File: src/rtl/pkg_memorymap.sv
// NPU bus memory map: region bounds decoded by npu_cmd_decoder.
package pkg_memorymap;

    localparam logic [31:0] NPU_IMEM_Start = 32'h1000_0000;
    localparam logic [31:0] NPU_IMEM_End   = 32'h1000_1000;
    localparam logic [31:0] NPU_WMEM_Start = 32'h1001_0000;
    localparam logic [31:0] NPU_WMEM_End   = 32'h1002_0000;
    localparam logic [31:0] NPU_BMEM_Start = 32'h1002_0000;
    localparam logic [31:0] NPU_BMEM_End   = 32'h1002_1000;
    localparam logic [31:0] NPU_OMEM_Start = 32'h1003_0000;
    localparam logic [31:0] NPU_OMEM_End   = 32'h1003_1000;
    localparam logic [31:0] NPU_PARA_Start = 32'h1004_0000;
    localparam logic [31:0] NPU_PARA_End   = 32'h1004_0100;
    localparam logic [31:0] NPU_OP_Start   = 32'h1005_0000;

endpackage

File: src/rtl/npu_cmd_decoder.sv
// Decodes NPU bus accesses into op entries and queues them in a small FIFO
// whose head is presented on registered op_* outputs; unmatched accesses raise a sticky error.
module npu_cmd_decoder
    import pkg_memorymap::*;
#(
    parameter int unsigned DWidth     = 8,
    parameter int unsigned ADDR_WIDTH = 32,
    parameter int unsigned FIFO_DEPTH = 4
) (
    input  logic                               clk_i,
    input  logic                               rst_i,
    input  logic                               cen_i,
    input  logic                               wen_i,
    input  logic [ADDR_WIDTH-1:0]              addr_i,
    input  logic [DWidth-1:0]                  wdata_i,
    output logic                               req_ready_o,
    output logic                               op_valid_o,
    output logic [3:0]                         op_type_o,
    output logic [ADDR_WIDTH-1:0]              op_offset_o,
    output logic [DWidth-1:0]                  op_wdata_o,
    output logic                               op_wen_o,
    input  logic                               op_ready_i,
    output logic [$clog2(FIFO_DEPTH+1)-1:0]    count_o,
    output logic                               err_o,
    output logic [ADDR_WIDTH-1:0]              err_addr_o,
    input  logic                               err_clr_i
);

    localparam int unsigned PtrW = (FIFO_DEPTH > 1) ? $clog2(FIFO_DEPTH) : 1;
    localparam int unsigned CntW = $clog2(FIFO_DEPTH + 1);

    typedef struct packed {
        logic [3:0]            op_type;
        logic [ADDR_WIDTH-1:0] offset;
        logic [DWidth-1:0]     wdata;
        logic                  wen;
    } entry_t;

    localparam logic [ADDR_WIDTH-1:0] ImemS = ADDR_WIDTH'(NPU_IMEM_Start);
    localparam logic [ADDR_WIDTH-1:0] ImemE = ADDR_WIDTH'(NPU_IMEM_End);
    localparam logic [ADDR_WIDTH-1:0] WmemS = ADDR_WIDTH'(NPU_WMEM_Start);
    localparam logic [ADDR_WIDTH-1:0] WmemE = ADDR_WIDTH'(NPU_WMEM_End);
    localparam logic [ADDR_WIDTH-1:0] BmemS = ADDR_WIDTH'(NPU_BMEM_Start);
    localparam logic [ADDR_WIDTH-1:0] BmemE = ADDR_WIDTH'(NPU_BMEM_End);
    localparam logic [ADDR_WIDTH-1:0] OmemS = ADDR_WIDTH'(NPU_OMEM_Start);
    localparam logic [ADDR_WIDTH-1:0] OmemE = ADDR_WIDTH'(NPU_OMEM_End);
    localparam logic [ADDR_WIDTH-1:0] ParaS = ADDR_WIDTH'(NPU_PARA_Start);
    localparam logic [ADDR_WIDTH-1:0] ParaE = ADDR_WIDTH'(NPU_PARA_End);
    localparam logic [ADDR_WIDTH-1:0] OpS   = ADDR_WIDTH'(NPU_OP_Start);
    localparam logic [ADDR_WIDTH-1:0] OpS4  = ADDR_WIDTH'(NPU_OP_Start + 32'd4);

    entry_t                mem_q [FIFO_DEPTH];
    entry_t                op_q, op_d;
    logic                  op_valid_q, op_valid_d;
    logic [PtrW-1:0]       wr_ptr_q, wr_ptr_d, rd_ptr_q, rd_ptr_d;
    logic [CntW-1:0]       count_q, count_d;
    logic                  err_q, err_d;
    logic [ADDR_WIDTH-1:0] err_addr_q, err_addr_d;

    logic                  matched;
    logic [3:0]            dec_type;
    logic [ADDR_WIDTH-1:0] dec_off;
    logic                  accept, push, pop;
    entry_t                push_entry;

    // First-match decode; an unknown address leaves every condition untaken.
    always_comb begin
        matched  = 1'b0;
        dec_type = 4'b0111;
        dec_off  = '0;
        if (addr_i >= ImemS && addr_i < ImemE && wen_i) begin
            matched = 1'b1; dec_type = 4'b1000; dec_off = addr_i - ImemS;
        end else if (addr_i >= WmemS && addr_i < WmemE && wen_i) begin
            matched = 1'b1; dec_type = 4'b1001; dec_off = addr_i - WmemS;
        end else if (addr_i >= BmemS && addr_i < BmemE && wen_i) begin
            matched = 1'b1; dec_type = 4'b1010; dec_off = addr_i - BmemS;
        end else if (addr_i >= OmemS && addr_i < OmemE) begin
            matched = 1'b1; dec_type = 4'b1011; dec_off = addr_i - OmemS;
        end else if (addr_i >= ParaS && addr_i < ParaE) begin
            matched = 1'b1; dec_type = 4'b1100; dec_off = addr_i - ParaS;
        end else if (addr_i == OpS && wen_i) begin
            matched = 1'b1; dec_type = 4'b1111;
        end else if (addr_i == OpS4 && wen_i) begin
            matched = 1'b1; dec_type = 4'b0001;
        end
    end

    assign req_ready_o = (count_q < CntW'(FIFO_DEPTH));
    assign accept      = cen_i && req_ready_o;
    assign push        = accept && matched;
    assign pop         = op_valid_q && op_ready_i;
    assign push_entry  = '{op_type: dec_type, offset: dec_off, wdata: wdata_i, wen: wen_i};

    // Next-state for pointers, occupancy, head register and error flag.
    always_comb begin
        wr_ptr_d   = wr_ptr_q;
        rd_ptr_d   = rd_ptr_q;
        count_d    = count_q;
        op_d       = op_q;
        err_d      = err_q;
        err_addr_d = err_addr_q;

        if (push) wr_ptr_d = wr_ptr_q + PtrW'(1);
        if (pop)  rd_ptr_d = rd_ptr_q + PtrW'(1);
        if (push && !pop)      count_d = count_q + CntW'(1);
        else if (!push && pop) count_d = count_q - CntW'(1);

        // Head register follows the new head; a push into an emptying queue bypasses memory.
        if (count_d != '0) begin
            if (push && wr_ptr_q == rd_ptr_d) op_d = push_entry;
            else                              op_d = mem_q[rd_ptr_d];
        end
        op_valid_d = (count_d != '0);

        if (accept && !matched) begin
            err_d      = 1'b1;
            err_addr_d = addr_i;
        end else if (err_clr_i) begin
            err_d = 1'b0;
        end
    end

    always_ff @(posedge clk_i or posedge rst_i) begin
        if (rst_i) begin
            for (int i = 0; i < FIFO_DEPTH; i++) mem_q[i] <= '{op_type: 4'b0111, default: '0};
            op_q       <= '{op_type: 4'b0111, default: '0};
            op_valid_q <= 1'b0;
            wr_ptr_q   <= '0;
            rd_ptr_q   <= '0;
            count_q    <= '0;
            err_q      <= 1'b0;
            err_addr_q <= '0;
        end else begin
            if (push) mem_q[wr_ptr_q] <= push_entry;
            op_q       <= op_d;
            op_valid_q <= op_valid_d;
            wr_ptr_q   <= wr_ptr_d;
            rd_ptr_q   <= rd_ptr_d;
            count_q    <= count_d;
            err_q      <= err_d;
            err_addr_q <= err_addr_d;
        end
    end

    assign op_valid_o  = op_valid_q;
    assign op_type_o   = op_q.op_type;
    assign op_offset_o = op_q.offset;
    assign op_wdata_o  = op_q.wdata;
    assign op_wen_o    = op_q.wen;
    assign count_o     = count_q;
    assign err_o       = err_q;
    assign err_addr_o  = err_addr_q;

endmodule

File: config.mk
export PLATFORM = sky130hd
export DESIGN_NAME = npu_cmd_decoder
export DESIGN_NICKNAME = d
export VERILOG_FILES = /design/src/rtl/pkg_memorymap.sv /design/src/rtl/npu_cmd_decoder.sv
export SDC_FILE = /design/constraint.sdc
export NUM_CORES = 1
export LEC_CHECK = 0
export CORE_MARGIN = 4
export CORE_UTILIZATION = 45
export CTS_CLUSTER_SIZE = 30
export DETAILED_ROUTE_END_ITERATION = 7
export HOLD_SLACK_MARGIN = 0.1
export PLACE_DENSITY = 0.68
export SETUP_SLACK_MARGIN = 0.1
export SLEW_MARGIN = 0
export SYNTH_ARGS = -nofsm -noshare
export SYNTH_HDL_FRONTEND = slang
export SYNTH_SLANG_ARGS = --single-unit
File: constraint.sdc
create_clock -name clk_i -period 9.75 [get_ports clk_i]
set_clock_uncertainty 0.05 [all_clocks]
set_input_delay 2.4375 -clock clk_i [delete_from_list [all_inputs] [get_ports clk_i]]
set_output_delay 2.4375 -clock clk_i [all_outputs]
set_load 0.01 [all_outputs]
==> results of run 1 <==
[metal layers]
layer  global-route usage [%]  up-vias  part of all wire (%)
li1                         -     4625                     -
met1                     30.6     4946                    43
met2                     36.1      297                    48
met3                     3.33       70                   5.8
met4                     6.65        0                   3.0
met5                        0        -                     0
[worst max-delay path, delay by kind of cell]
family                 cells  cell delay [ns]
buffers and inverters      3             1.55
muxes                      2             1.26
and+or+nand+nor            2             1.29
AOI/OAI and AO/OA          3             1.21
[logic make-up after synthesis]
group / count (synthesis)
compound gates: 297
simple gates: 462
xor+xnor: 16
flops: 266
fa+ha+maj: 20
buf+inv: 100
mux: 96
[per-stage QoR]
| step | worst slack (ns) | instance area [um^2] | hold WS, ns | cells | utilization (%) |
|---|---|---|---|---|---|
| 2_1_floorplan | 3.76 | 13100 | 0.384 | 1257 | - |
| 3_3_place_gp | 1.95 | 14600 | 0.396 | 1698 | 50.8 |
| 3_5_place_dp | 1.86 | 14600 | 0.404 | 1698 | 50.8 |
| 4_1_cts | 2.42 | 15500 | 0.417 | 1749 | 54.1 |
| 5_1_grt | 1.89 | 15500 | 0.438 | 1749 | 54.1 |
| 6_report | 2.37 | 15500 | 0.414 | 1749 | 54.1 |
[flip-flops by register name (all words and copies together) (netlist names)]
name         cells
mem_q          180
err_addr_o      32
op_offset_o     32
op_wdata_o       8
op_type_o        4
count_o          3
rd_ptr_q         2
wr_ptr_q         2
err_o            1
op_valid_o       1
op_wen_o         1
[where the power goes]
group | leakage, nW | internal, mW | switching (mW) | total, mW
logic | 2.67 | 0.657 | 0.676 | 1.33
registers | 3.51 | 1.36 | 0.142 | 1.50
clock network | 0.457 | 0.648 | 0.436 | 1.08
[final timing paths]
check                           depth (start not counted)                          end                   from
worst max-delay path                                   10  op_offset_o[27]$_DFFE_PP0P_             addr_i[25]
max in group asynchronous                               3        mem_q[63]$_DFFE_PP0P_                  rst_i
worst min-delay path                                    2        mem_q[49]$_DFFE_PP0P_  mem_q[49]$_DFFE_PP0P_
worst min register to register                          2        mem_q[49]$_DFFE_PP0P_  mem_q[49]$_DFFE_PP0P_
worst max register to register                          7  op_offset_o[27]$_DFFE_PP0P_   count_o[2]$_DFF_PP0_
min in group asynchronous                               2        mem_q[32]$_DFFE_PP0P_                  rst_i
[cell type report]
| class | count | area share (%) |
|---|---|---|
| Clock buffer | 47 | 5.50 |
| Clock inverter | 4 | 0.548 |
| Inverter | 19 | 0.484 |
| Multi-Input combinational cell | 891 | 38.6 |
| Sequential cell | 266 | 43.0 |
| Tap cell | 384 | 3.10 |
| Timing Repair Buffer | 138 | 8.82 |
[synthesized netlist by cell type (9+ instances only)]
library cell  instances
nand2_1             319
dfrtp_1             251
o21ai_0             133
mux4_2               45
nor2_1               43
mux2_2               35
nand3_1              34
clkbuf_1             27
a21oi_1              25
buf_2                25
o21ai_1              23
a31oi_1              21
buf_4                20
ha_1                 19
o211ai_1             18
o21a_1               18
inv_1                17
dfstp_2              15
mux2i_1              10
xnor2_1              10
nor3_1                9
nor4_1                9
==> metrics.csv, run 1 <==
stage,metric,value,unit
route,wirelength,34100,um
route,num_vias,9938,
route,drt-initial-drc-count,678,
yosys,syn_inst,1257,
clock_tree,worstSkewPairLatency,0.55,ns
critical_path,cp_max_fo,35,
final_layout,final-seq-area,6680,um^2
die,io_pins,129,
grt,grt_pass1_wl,56300,um
timing,fin_crit,7.38,ns
pwr,pwr_density_cell,252,nW/um^2
yosys,synth_top_cell_area_share,48.0,%
yosys,async_flop_share,100,%
critical_path,crit_chain,clkdlybuf4s50_1 > nor4_2 > a41oi_1 > nor2_1 > a22oi_4 > a31oi_2 > mux2i_2 > inv_2 > buf_4 > mux2_4,
critical_path,slowest_delay,0.92,ns
yosys,netlist_area,13100,um^2
critical_path,r2r_setup_slack,5.89,ns
timing,finalHoldViolCount,0,
pwr,ir_worst_vdd,0.174,mV
yosys,synth_cell_types,79,
timing,setup_viol,0,
yosys,avgSynthCellArea,10.4,um^2
route,ant_nets,0,
worst_hold_path,min_path_type,register to register,
timing,max_slew_margin,20.0,%
clock_tree,cts-htree-levels,1,
route,dr.pass1.iters,5,
clock_tree,numCtsBuffers,29,
critical_path,critPathRequiredTime,10.13,ns
final_layout,n_antenna_cell,0,
route,drc,0,
outcome,status,completed,
final_layout,area_growth,18.6,%
yosys,synth-compound-area-share,14.4,%
timing,tns,0,ns
yosys,postSynthNetCount,1322,
job,max_cap_viol_count,0,
yosys,muxShareOfSynthArea,12.1,%
clock_tree,tritoncts,done,
critical_path,cpMaxStageDelayCell,mux2i_2,
place,io_buffers,128,
die,num_rows,62,
route,routedWlPerCell,19.5,um
place,hpwlAfterDp,22100,um
clock_tree,clk_path_buf_depth,3,
die,start_util,45.6,%
yosys,yosys-top-cells-area,"dfrtp_1, nand2_1, mux4_2",
yosys,synth_top_family_by_area,simple AND/OR/NAND/NOR gates,
final_layout,drive_above_1_share,13.9,%
final_layout,multi_input_area,5980,um^2
yosys,synth_xor_xnor_area_share,1.07,%
final_layout,final_common_cell,nand2_1,
clock_tree,path_clk_slew,0.06,ns
yosys,yosysWarningCount,0,
grt,grt_max_degree,179,
clock_tree,clock-root-buffer,clkbuf_16,
clock_tree,ctsHoldBuffers,0,
timing,drv_slew,0,
grt,grt_pass1_vias,10300,
die,dieArea,31900,um^2
yosys,ys_seq_elements,266,
clock_tree,ctsResizeCount,0,
grt,grt_overflow,0,
yosys,synth_edf_count,0,
pwr,total_power,3.92,mW
final_layout,fillers,2557,
yosys,ys_seq_area_share,51.0,%
yosys,synth-simple-area-share,15.7,%
critical_path,start_kind,input pin,
timing,max_freq,0.136,GHz
critical_path,crit_type,input pin to register,
clock_tree,cts.sinks,266,
yosys,synthAdderAreaFrac,1.89,%
timing,post-route-period-util,75.7,%
die,fp.coreArea,28700,um^2
pwr,power_leakage,6.64,nW
timing,worst_pin_slew,1.20,ns
final_layout,final_cell_mix,"nand2_1, dfrtp_1, o21ai_0",
die,die_y,179,um
die,fp.dieW,179,um
yosys,synth_top_cell_by_area,dfrtp_1,
route,vias_per_cell,5.68,
clock_tree,post_cts_buffers,0,
critical_path,end_kind,register,
final_layout,nets,1410,
yosys,synthFlopType,dfrtp_1,
timing,rsz0062_at_grt,no,
place,gp_congestion,0.986,
grt,antenna_found_initial,1,
critical_path,cp.arrival,7.76,ns
grt,grt.total_usage,22.1,%
(Power assumes the default switching activity.)
==> inputs of run 2 (changes only) <==
Settings changed: PLACE_DENSITY 0.68 to 0.65.
Clock period 9.75 ns to 7.45 ns, I/O delays scaled along.
==> run 2 against run 1 <==
Register-to-register slack got worse by 1.3 ns. Cell area rose by 0.95%. Sequential cell count did not move.
==> metrics.csv, run 2 (same netlist as run 1, synthesis figures left out) <==
stage,metric,value,unit,change
job,max_cap_viol_count,0,,unchanged
clock_tree,cts-htree-levels,1,,unchanged
place,hpwlAfterDp,22800,um,+3.1%
place,io_buffers,128,,unchanged
final_layout,finalNonFillerCells,1766,,+0.97%
clock_tree,worstSkewPairLatency,0.55,ns,about the same
clock_tree,tritoncts,done,,
worst_hold_path,min_path_type,register to register,,
critical_path,crit_type,input pin to register,,
critical_path,crit_chain,clkdlybuf4s50_1 > inv_1 > ha_1 > or3b_2 > nor4_1 > and4_1 > a211oi_2 > a31oi_2 > buf_4 > mux2i_2 > buf_4 > inv_2 > buf_4 > nor2_1 > a31oi_1,,
worst_hold_path,min_to,mem_q[178]$_DFFE_PP1P_,,
pwr,power_leakage,6.71,nW,+1.0%
timing,rsz0062_at_grt,no,,
pwr,pwr_density_cell,327,nW/um^2,+29%
route,vias_per_cell,5.62,,-1.0%
timing,finalHoldViolCount,0,,unchanged
final_layout,nets,1425,,+1.1%
final_layout,final_cell_mix,"nand2_1, dfrtp_1, o21ai_0",,
critical_path,critPathBufInv,6,,+3
final_layout,n_antenna_cell,0,,unchanged
route,dr.pass1.iters,5,,unchanged
critical_path,cp_max_fo,34,,-2.9%
timing,drv_slew,0,,unchanged
clock_tree,clock-root-buffer,clkbuf_16,,
critical_path,r2r_setup_slack,4.64,ns,-1.25 ns
die,fp.dieW,179,um,unchanged
critical_path,r2r_end,op_offset_o[16]$_DFFE_PP0P_,,
critical_path,crit_top_cell,buf_4,,
grt,grt_pass1_vias,10200,,-1.1%
grt,grt_overflow,0,,unchanged
timing,max_freq,0.174,GHz,
critical_path,cpMaxStageDelayCell,or3b_2,,
final_layout,drive_above_1_share,15.3,%,+1.4 points
critical_path,r2r_cells,7,,unchanged
timing,worst_pin_slew,0.909,ns,-0.288 ns
timing,post-route-period-util,77.0,%,
die,die_y,179,um,unchanged
critical_path,timing.rr.start,op_valid_o$_DFF_PP0_,,
die,num_rows,62,,unchanged
route,routedWlPerCell,19.4,um,-0.73%
place,gp_congestion,0.967,,-2.0%
timing,fin_ws,1.71,ns,-0.656 ns
critical_path,end_kind,register,,
clock_tree,cts.sinks,266,,unchanged
clock_tree,clk_path_buf_depth,3,,unchanged
grt,grt_max_degree,159,,-11%
outcome,status,completed,,
route,num_vias,9931,,-0.070%
place,dp_cells,1713,,+0.88%
pwr,power.internal,3.48,mW,+30%
final_layout,utilization,54.6,%,+0.51 points
final_layout,largest_register_ff_count,180,,unchanged
timing,fin_crit,5.74,ns,
grt,grt_pass1_wl,55900,um,-0.66%
timing,whs,0.411,ns,-0.00283 ns
grt,grt.total_usage,22.0,%,-0.088 points
critical_path,critPathRequiredTime,7.86,ns,-2.27 ns
critical_path,cpLargestDelayFamily,buffers and inverters,,
route,ant_nets,0,,unchanged
grt,antenna_found_initial,2,,+1
route,wirelength,34200,um,+0.24%
pwr,ir_worst_vdd,0.275,mV,+58%
pwr,swShare,32.1,%,+0.12 points
die,fp.coreArea,28700,um^2,unchanged
pwr,pwr-share-comb,34.1,%,about the same
final_layout,area_growth,19.7,%,
die,io_pins,129,,unchanged
pwr,switching_power,1.64,mW,+31%
timing,tns,0,ns,unchanged
worst_hold_path,hp-start,mem_q[178]$_DFFE_PP1P_,,
final_layout,top_register,mem_q,,
clock_tree,path_clk_slew,0.06,ns,about the same
timing,max_slew_margin,39.3,%,+19 points
route,drc,0,,unchanged
worst_hold_path,hold_depth,2,,unchanged
clock_tree,post_cts_buffers,0,,unchanged
die,dieArea,31900,um^2,unchanged
pwr,pwr-share-clk,27.6,%,about the same
clock_tree,ctsResizeCount,0,,unchanged
die,start_util,45.6,%,unchanged
critical_path,cp.arrival,6.15,ns,-1.61 ns
critical_path,slowest_delay,0.56,ns,-0.36 ns
clock_tree,numCtsBuffers,29,,unchanged
final_layout,final_common_cell,nand2_1,,
place,place_ws,1.28,ns,-0.575 ns
route,drt-initial-drc-count,729,,+7.5%
critical_path,start_kind,input pin,,
pwr,pwr-share-seq,38.4,%,about the same
timing,setup_viol,0,,unchanged
clock_tree,ctsHoldBuffers,0,,unchanged
[run 2: area by class of cell]
| cell class | instances | area (um^2) |
|---|---|---|
| clock buffers | 47 | 903 |
| repair buffers | 153 | 1520 |
| flip-flops and latches | 266 | 6680 |
| inverters | 19 | 75.1 |
| fillers | 2557 | 13000 |
| multi-input cells | 891 | 5970 |
| well taps | 384 | 480 |
| clock inverters | 6 | 47.5 |
[run 2: how the worst max path moves through the flow]
stage | start | end | cells past startpoint
CTS | addr_i[29] | op_offset_o[7]$_DFFE_PP0P_ | 15
global route | addr_i[29] | op_offset_o[7]$_DFFE_PP0P_ | 15
global placement | addr_i[29] | op_offset_o[16]$_DFFE_PP0P_ | 14
floorplan | rst_i | count_o[0]$_DFF_PP0_ | 1
finish | addr_i[29] | op_offset_o[7]$_DFFE_PP0P_ | 15
detailed placement | addr_i[29] | op_offset_o[16]$_DFFE_PP0P_ | 14
[run 2: worst min-delay path, stage by stage (launching register included)]
cell     delay [ns]
dfstp_2        0.37
nand2_1        0.04
o21ai_1        0.05
[run 2: metal layers]
layer	part of all wire, %	routed length (um)	GRT usage, %
met3	6.5	2230	3.94
met5	0	0	0
met2	47	16100	35.7
met1	44	15000	30.7
met4	2.4	838	5.92
[run 2: power by group through the flow]
stage | sequential, mW | clock, mW | combinational [mW]
after CTS | 1.97 | 1.44 | 1.78
after global placement | 1.98 | 0 | 1.74
after detailed placement | 1.99 | 0 | 1.77
after floorplan | 2.02 | 0 | 1.06
final | 1.96 | 1.41 | 1.74
after global routing | 2.01 | 1.51 | 1.92
[run 2: stage by stage]
step	total power [mW]	instance area (um^2)
after detailed placement	3.76	14700
after global routing	5.44	15700
after CTS	5.18	15700
after global placement	3.72	14700
after floorplan	3.07	13100
final	5.12	15700
==> inputs of run 3 (changes only) <==
Settings changed: PLACE_DENSITY 0.65 to 0.68.
Clock period 7.45 ns to 5.1 ns, I/O delays scaled along.
==> run 3 against run 2 <==
Total power up 48%. Register-to-register slack worse by 2.2 ns. Die area unchanged. Global-route usage up 0.56 points. Routed wire length up 2.5%. Largest cell class unchanged.
==> metrics.csv, run 3 (same netlist as run 1, synthesis figures left out) <==
stage,metric,value,unit,change
outcome,status,completed,,
critical_path,cp.arrival,4.77,ns,-1.38 ns
clock_tree,post_cts_buffers,0,,unchanged
die,fp.coreArea,28700,um^2,unchanged
place,io_buffers,128,,unchanged
final_layout,drive_above_1_share,18.7,%,+3.4 points
final_layout,area_growth,23.3,%,
route,drt-initial-drc-count,789,,+8.2%
die,fp.dieW,179,um,unchanged
grt,antenna_found_initial,2,,unchanged
critical_path,crit_type,input pin to register,,
final_layout,top_register,mem_q,,
route,vias_per_cell,5.59,,-0.53%
timing,max_slew_margin,44.1,%,+4.8 points
timing,drv_slew,0,,unchanged
die,io_pins,129,,unchanged
route,wirelength,35100,um,+2.5%
final_layout,n_antenna_cell,0,,unchanged
timing,post-route-period-util,85.8,%,
grt,use_met3,4.09,%,+0.15 points
die,num_rows,62,,unchanged
pwr,ir_worst_vdd,0.291,mV,+5.8%
clock_tree,clock-root-buffer,clkbuf_16,,
clock_tree,worstSkewPairLatency,0.57,ns,+0.02 ns
clock_tree,cts.sinks,266,,unchanged
die,die_y,179,um,unchanged
grt,grt_pass1_vias,10600,,+3.8%
critical_path,timing.rr.start,op_valid_o$_DFF_PP0_,,
route,num_vias,10200,,+2.9%
critical_path,end_kind,register,,
place,gp_congestion,0.983,,+1.7%
route,routedWlPerCell,19.2,um,-0.96%
pwr,power_leakage,7.00,nW,+4.3%
clock_tree,path_clk_slew,0.06,ns,about the same
critical_path,crit_path_start,addr_i[21],,
timing,worst_pin_slew,0.837,ns,-0.0715 ns
clock_tree,clk_path_buf_depth,3,,unchanged
critical_path,cp_max_fo,8,,-76%
route,drc,0,,unchanged
route,ant_nets,0,,unchanged
die,dieArea,31900,um^2,unchanged
final_layout,nets,1485,,+4.2%
grt,grt_pass1_wl,57400,um,+2.6%
critical_path,r2r_cells,6,,-1
clock_tree,ctsHoldBuffers,0,,unchanged
final_layout,fillers,2511,,-1.8%
clock_tree,tritoncts,done,,
timing,rsz0062_at_grt,no,,
timing,max_freq,0.229,GHz,
job,max_cap_viol_count,0,,unchanged
final_layout,final_cell_mix,"nand2_1, dfrtp_1, o21ai_0",,
timing,finalHoldViolCount,0,,unchanged
place,hpwlAfterDp,24300,um,+6.6%
grt,grt_use_met2,37.0,%,+1.4 points
place,dpl_cell_area,15200,um^2,+3.2%
grt,grt.total_usage,22.5,%,+0.56 points
final_layout,finalInstanceArea,16100,um^2,+3.0%
critical_path,r2r_setup_slack,2.45,ns,-2.19 ns
critical_path,endpoint,op_offset_o[18]$_DFFE_PP0P_,,
timing,tns,0,ns,unchanged
pwr,pwr_density_cell,469,nW/um^2,+44%
grt,grtUsageMet1,31.1,%,+0.45 points
route,dr.pass1.iters,6,,+1
critical_path,critPathRequiredTime,5.49,ns,-2.37 ns
grt,grt_overflow,0,,unchanged
final_layout,largest_register_ff_count,180,,unchanged
grt,busiest_layer,met2,,
clock_tree,ctsResizeCount,0,,unchanged
die,start_util,45.6,%,unchanged
worst_hold_path,hp-start,mem_q[178]$_DFFE_PP1P_,,
timing,fin_crit,4.37,ns,
clock_tree,numCtsBuffers,29,,unchanged
worst_hold_path,min_path_type,register to register,,
clock_tree,cts-htree-levels,1,,unchanged
final_layout,final_common_cell,nand2_1,,
timing,setup_viol,0,,unchanged
grt,grt_max_degree,100,,-37%
critical_path,start_kind,input pin,,
critical_path,r2r_end,op_offset_o[14]$_DFFE_PP0P_,,
==> run 3: cell types whose count changed in the layout (fill, tap and decap cells not counted) <==
cell	before	now
inv_6	0	2
bufinv_16	0	1
buf_12	4	6
clkbuf_8	11	7
clkinv_2	4	2
clkinvlp_4	2	3
buf_4	21	79
clkbuf_1	7	10
==> run 3: cell type report <==
cell class	instances	area (um^2)	share of cell area [%]
multi-input combinational	891	5970	37.0
timing repair buffer	213	1990	12.4
clock buffer	46	860	5.32
sequential	266	6680	41.3
tap	384	480	2.98
inverter	19	75.1	0.465
clock inverter	8	92.6	0.573
==> run 3: worst min path at each step <==
stage / end / slack (ns) / cells after the start
after global placement: mem_q[49]$_DFFE_PP0P_ / 0.39 / 2
final: mem_q[178]$_DFFE_PP1P_ / 0.41 / 2
after global routing: mem_q[178]$_DFFE_PP1P_ / 0.44 / 2
after CTS: mem_q[176]$_DFFE_PP1P_ / 0.41 / 2
after floorplan: mem_q[138]$_DFFE_PP0P_ / 0.38 / 2
after detailed placement: mem_q[176]$_DFFE_PP1P_ / 0.40 / 2
==> run 3: metal layers <==
metal / share of wire [%] / wire (um) / up-vias
met5: 0.034 / 12 / -
met4: 2.0 / 692 / 2
met3: 7.1 / 2500 / 66
met2: 48 / 16800 / 320
met1: 43 / 15000 / 5046
li1: - / - / 4786
==> run 3: stage by stage <==
step | setup WS (ns) | hold slack, ns | power, mW | utilization (%) | cells
floorplan | 0.276 | 0.384 | 4.49 | - | 1257
global placement | 0.203 | 0.394 | 5.51 | 52.9 | 1773
detailed placement | 0.261 | 0.402 | 5.56 | 52.9 | 1773
CTS | 0.850 | 0.411 | 7.65 | 56.3 | 1827
global route | 0.622 | 0.440 | 8.04 | 56.3 | 1827
finish | 0.726 | 0.410 | 7.57 | 56.3 | 1827
==> run 3: power by group <==
group          switching, mW  internal [mW]  total (mW)
Sequential             0.267           2.60        2.86
Combinational           1.30           1.33        2.63
Clock                  0.868           1.21        2.08
Total                   2.43           5.14        7.57
==> run 3: worst max-delay path, cell delays in order <==
cell and delay, ns:
clkdlybuf4s50_1 0.46, or4_1 0.63, buf_4 0.23, nor3_2 0.30, a41oi_2 0.21, buf_4 0.20
nor3_2 0.45, a221oi_1 0.18, nor3_1 0.40, buf_4 0.22, o211ai_1 0.08, o21a_1 0.12
